**src/rtl/debounce_switch_bank.sv**
```systemverilog
// Switch-bank debouncer: synchronizes raw switch inputs, qualifies each level
// change over DEBOUNCE_LIMIT consecutive stable cycles, and emits clean levels,
// one-cycle rise/fall pulses and a derived enable/select pair for the blinkers
// and the LED output mux.
module debounce_switch_bank #(
   parameter int NUM_SWITCHES   = 4,
   parameter int DEBOUNCE_LIMIT = 250000
) (
   input  logic                            i_Clk,
   input  logic                            i_Rst,
   input  logic [NUM_SWITCHES-1:0]         i_Switch,
   output logic [NUM_SWITCHES-1:0]         o_Switch,
   output logic [NUM_SWITCHES-1:0]         o_Rise,
   output logic [NUM_SWITCHES-1:0]         o_Fall,
   output logic                            o_Enable,
   output logic [$clog2(NUM_SWITCHES)-1:0] o_Select
);

   localparam int CNT_W = $clog2(DEBOUNCE_LIMIT);
   localparam int SEL_W = $clog2(NUM_SWITCHES);
   localparam logic [CNT_W-1:0] CNT_MAX = CNT_W'(DEBOUNCE_LIMIT - 1);

   logic [NUM_SWITCHES-1:0] sync_1;
   logic [NUM_SWITCHES-1:0] sync_2;
   logic [CNT_W-1:0]        cnt [NUM_SWITCHES];

   // Two-flop synchronizer on every raw switch input.
   always_ff @(posedge i_Clk or posedge i_Rst) begin
      if (i_Rst) begin
         sync_1 <= '0;
         sync_2 <= '0;
      end else begin
         sync_1 <= i_Switch;
         sync_2 <= sync_1;
      end
   end

   // Per-channel qualification: any agreement with the accepted level restarts
   // the count; the terminal count accepts the new level and fires one pulse.
   always_ff @(posedge i_Clk or posedge i_Rst) begin
      if (i_Rst) begin
         o_Switch <= '0;
         o_Rise   <= '0;
         o_Fall   <= '0;
         for (int k = 0; k < NUM_SWITCHES; k++) begin
            cnt[k] <= '0;
         end
      end else begin
         o_Rise <= '0;
         o_Fall <= '0;
         for (int k = 0; k < NUM_SWITCHES; k++) begin
            if (sync_2[k] == o_Switch[k]) begin
               cnt[k] <= '0;
            end else if (cnt[k] == CNT_MAX) begin
               cnt[k]      <= '0;
               o_Switch[k] <= sync_2[k];
               o_Rise[k]   <= sync_2[k];
               o_Fall[k]   <= ~sync_2[k];
            end else begin
               cnt[k] <= cnt[k] + 1'b1;
            end
         end
      end
   end

   assign o_Enable = |o_Switch;

   // Fixed-priority encoder: scanning downward lets bit 0 win last.
   always_comb begin
      o_Select = '0;
      for (int k = NUM_SWITCHES - 1; k >= 0; k--) begin
         if (o_Switch[k]) begin
            o_Select = SEL_W'(k);
         end
      end
   end

endmodule

```
**config.mk**
```make
export PLATFORM = sky130hd
export DESIGN_NAME = debounce_switch_bank
export DESIGN_NICKNAME = d
export VERILOG_FILES = /design/src/rtl/debounce_switch_bank.sv
export SDC_FILE = /design/constraint.sdc
export NUM_CORES = 1
export LEC_CHECK = 0
export CORE_MARGIN = 3
export CORE_UTILIZATION = 60
export CTS_BUF_LIST = sky130_fd_sc_hd__clkbuf_2 sky130_fd_sc_hd__clkbuf_4 sky130_fd_sc_hd__clkbuf_8
export DETAILED_ROUTE_END_ITERATION = 10
export PLACE_DENSITY = 0.9
export SYNTH_ARGS = -nofsm -noshare
export SYNTH_HDL_FRONTEND = slang
export SYNTH_SLANG_ARGS = --single-unit
```
**constraint.sdc**
```tcl
create_clock -name i_Clk -period 3.5 [get_ports i_Clk]
set_clock_uncertainty 0.1 [all_clocks]
set_input_delay 0.7 -clock i_Clk [delete_from_list [all_inputs] [get_ports i_Clk]]
set_output_delay 0.7 -clock i_Clk [all_outputs]
set_load 0.03 [all_outputs]
```
# After elaboration in Yosys (flattened, before gate mapping)
# Index checks and enable logic that the tools add are counted.
# word_totals
ff_bits,92
out_inout_bits,15
# op_classes
n_reduce_logical,5
eq_ne,8
bitwise,8
mux,28
addsub,4
# op_table
operator,n
two-way mux 18 bit,8
adder 18 x 1 -> 18 bit (second input constant),4
== test 18 bit (second input constant),4
two-way mux 1 bit,16
two-way mux 2 bit,4
inverter 1 bit,8
AND reduction 2 bit,4
== test 1 bit,4
OR reduction 4 bit,1

# Longest topological paths before layout
# depth
ltp_word,4
mapped_depth,6
depth_no_buf,5

# Worst setup path after synthesis
# No wires, ideal clock.
# synth_timing
path_kind,register to output
start,register o_Switch[2]
end,output o_Select[1]
n_path_buf,0
t_required_ps,2700
stages_incl_launch_ff,3
t_arrival_ps,1367
setup_slack_ps,1333
cell_sequence,dfrtp_1 nor2_1 nor3_1
# synth_between
elab_chain_len,3
# synth_lines
item,line,rtl
start: declaration,12,"output logic [NUM_SWITCHES-1:0] o_Switch,"
start signal: indexed assignment,56,o_Switch[k] <= sync_2[k];
two-way mux 2 bit (3 in series),72,if (o_Switch[k]) begin
end: declaration,16,output logic [$clog2(NUM_SWITCHES)-1:0] o_Select
# No other way between the ends.

# Worst setup path after layout
# Same ends and word-level chain as after synthesis.

==> key figures <==
Status
  • Run status: complete, no violations

Floorplan
  • Num rows: 30
  • Die X: 91.7 um
  • Core ar.: 6940 um2
  • Die height: 91.7 um
  • Initial Utilization: 63.5%
  • I/O pin cnt: 21
  • DIE AREA: 8410 um2

Clocking
  • CTS root buf: clkbuf_8
  • Clk slew on worst S/H paths: 0.08 ns
  • CTS tree: yes
  • # Post-CTS Setup Buffers: 0
  • Max H-tree Level: 3
  • Longest Clk Path Bufs: 2
  • Sink Count: 92
  • Hold buffers post-CTS: 0
  • CTS Buf Count: 9
  • Clock latency on the worst-skew pair: 0.36 ns
  • Post-CTS sizing: 0

Placement
  • Placed insts: 528
  • Gp weighted congestion: 0.804
  • IO Port Bufs: 20
  • Pre-CTS setup slack: 1.25 ns
  • DP Wirelength: 5.93 mm
  • Post-DP Area: 4740 um2

Cells and area
  • Most common cell after layout, fill and taps aside: dfrtp_1
  • Final design utilization: 71.5%
  • Final net count: 453
  • Commonest cells after routing, fill and taps aside: dfrtp_1, nor2_1, xnor2_1
  • Fraction of layout cells with a size suffix above 1: 9.60%
  • Final instance area: 4960 um2
  • Fillcell total: 464
  • # diodes: 0
  • Non-filler cells in the finished layout: 544
  • P&R area growth vs syn: 12.5%

Routing
  • Antenna-violating nets left: 0
  • Drt pass-1 iters: 6
  • Remaining DRCs: 0
  • Vias/cell: 6.13
  • Routed vias: 3,334
  • WL per Instance: 16.9 um
  • Iter 0 DRT Violations: 201
  • Total Wirelength: 9.17 mm

Setup path
  • Critical Path Sink Type: output pin
  • Crit path launch type: register
  • Slowest stage delay, CP: 0.69 ns
  • WP buf/inv: 1
  • CP max stage cell: clkdlybuf4s50_1
  • CP required: 2.70 ns
  • CP delay by family, top: buffers and inverters
  • Worst reg2reg endpoint: cnt[13]
  • CP Depth: 3
  • Worst-path fanout max: 7
  • Crit path DAT: 1.77 ns
  • CP cell instances: nor2_1 > nor3_1 > clkdlybuf4s50_1
  • Reg2reg start: cnt[10]
  • Crit Path Class: register to output pin
  • R2R Setup Slk: 1.25 ns
  • Worst Reg2Reg Path Length in Cells: 4

Job
  • Max-cap violations: 0

STA
  • Unrepaired setup endpoints after global routing: no
  • Fin crit period: 2.57 ns
  • TNS Setup: 0 ns
  • PnR worst setup slack: 0.929 ns
  • Peak Freq: 0.389 GHz
  • Max-slew violation count: 0
  • Slew HR: 39.4%
  • WHS: 0.253 ns
  • Slew @ Worst Pin: 0.907 ns
  • Final hold viol count: 0
  • Period utilization: 73.5%
  • Final setup fails: 0

Synth
  • Sequential area share after synthesis: 52.2%
  • Count of different cell masters after synthesis: 40
  • Dominant cells by area after synthesis: dfrtp_1, xnor2_1, nor2_1
  • Synth area leader: dfrtp_1
  • Post-synthesis register bit count: 92
  • Synth warnings: 0
  • Syn Area/Cell: 10.6 um2
  • Area fraction of the dominant cell type after synthesis: 52.2%
  • Syn Std Cell Area: 4410 um2
  • Top_reg_cell synth: dfrtp_1
  • Post-synth EDFFs: 0
  • Cells after Synth: 415
  • Post-synthesis async set-or-reset flop share: 100%
  • Syn Nets: 425

Power and ir drop
  • P_int: 1.54 mW
  • Sw Ratio: 21.6%
  • Combinational power share: 3.5%
  • Clock network fraction of total power: 40.7%
  • Final Power: 1.96 mW
  • Maximum VDD drop: 293 uV
  • P per Cell Area: 396 nW/um2
  • NetSw: 0.424 mW
  • Pleak: 2.01 nW
  • Flop pwr share: 55.8%

Global routing
  • Initial antenna violation count: 0
  • Vias in the first global route: 3,301
  • Grt ovf: 0
  • Pin count of the biggest net entering global routing: 54
  • Total GRT Usage: 23.4%
  • First-pass GRT wire length: 15.9 mm

Min path
  • Hold endpoint: sync_2[0]
  • Hold Startpoint: sync_1[0]
  • Hold Path Class: register to register
  • Hold path depth: 0
==> worst max-delay path by stage <==
stage / from / endpoint / slack (ns)
finish: o_Switch[2] / o_Select[1] / 0.93
global route: o_Switch[2] / o_Select[0] / 0.81
CTS: o_Switch[2] / o_Select[1] / 0.90
detailed placement: cnt[10] / cnt[13] / 1.25
global placement: o_Switch[2] / o_Select[0] / 1.34
floorplan: i_Rst / cnt[0] / 0.31
==> worst reg2reg max path, cell delays in order, from the launching register on <==
cell	delay, ns
dfrtp_1	0.46
nor4_2	0.33
nand4_2	0.18
o41ai_4	0.88
nor2_1	0.15
==> cell usage after synthesis, types with 6 or more instances <==
library cell	count
nor3_1	14
nand4_1	19
xnor2_1	40
xor2_1	21
nand3_1	26
nor3b_1	8
nand2_1	26
inv_1	8
nor4_1	19
dfrtp_1	92
a21oi_1	7
and4_1	6
nor2_1	72
==> layer usage <==
metal | wire length (um) | track usage [%]
met3 | 511 | 5.33
met5 | 0 | 0
met2 | 4410 | 37.4
met1 | 3920 | 30.7
met4 | 332 | 10.3
==> logic make-up after synthesis <==
family	share of synthesized area [%]
simple gates	27.8
compound gates	3.89
xor+xnor	12.1
fa+ha+maj	1.14
mux	1.56
flops	52.2
buf+inv	1.33
==> sequential cells by signal, summed over array words and instances, names as in the netlist <==
name      count
sync_2        4
cnt          72
o_Fall        4
o_Switch      4
sync_1        4
o_Rise        4
==> power by group through the flow <==
stage,Combinational (mW),Clock (mW),Sequential (mW)
2_1_floorplan,0.0482,0,1.11
3_3_place_gp,0.0681,0,1.11
3_5_place_dp,0.0703,0,1.11
4_1_cts,0.0712,0.808,1.09
5_1_grt,0.0786,0.850,1.10
6_report,0.0695,0.799,1.10
==> area by class of cell <==
type	count	area, um2	share of cell area, %
clock inverters	4	72.6	1.46
inverters	8	31.3	0.630
repair buffers	23	235	4.74
flip-flops and latches	92	2300	46.4
clock buffers	12	153	3.08
multi-input cells	309	2050	41.3
well taps	96	120	2.42
(Power assumes the default switching activity.)
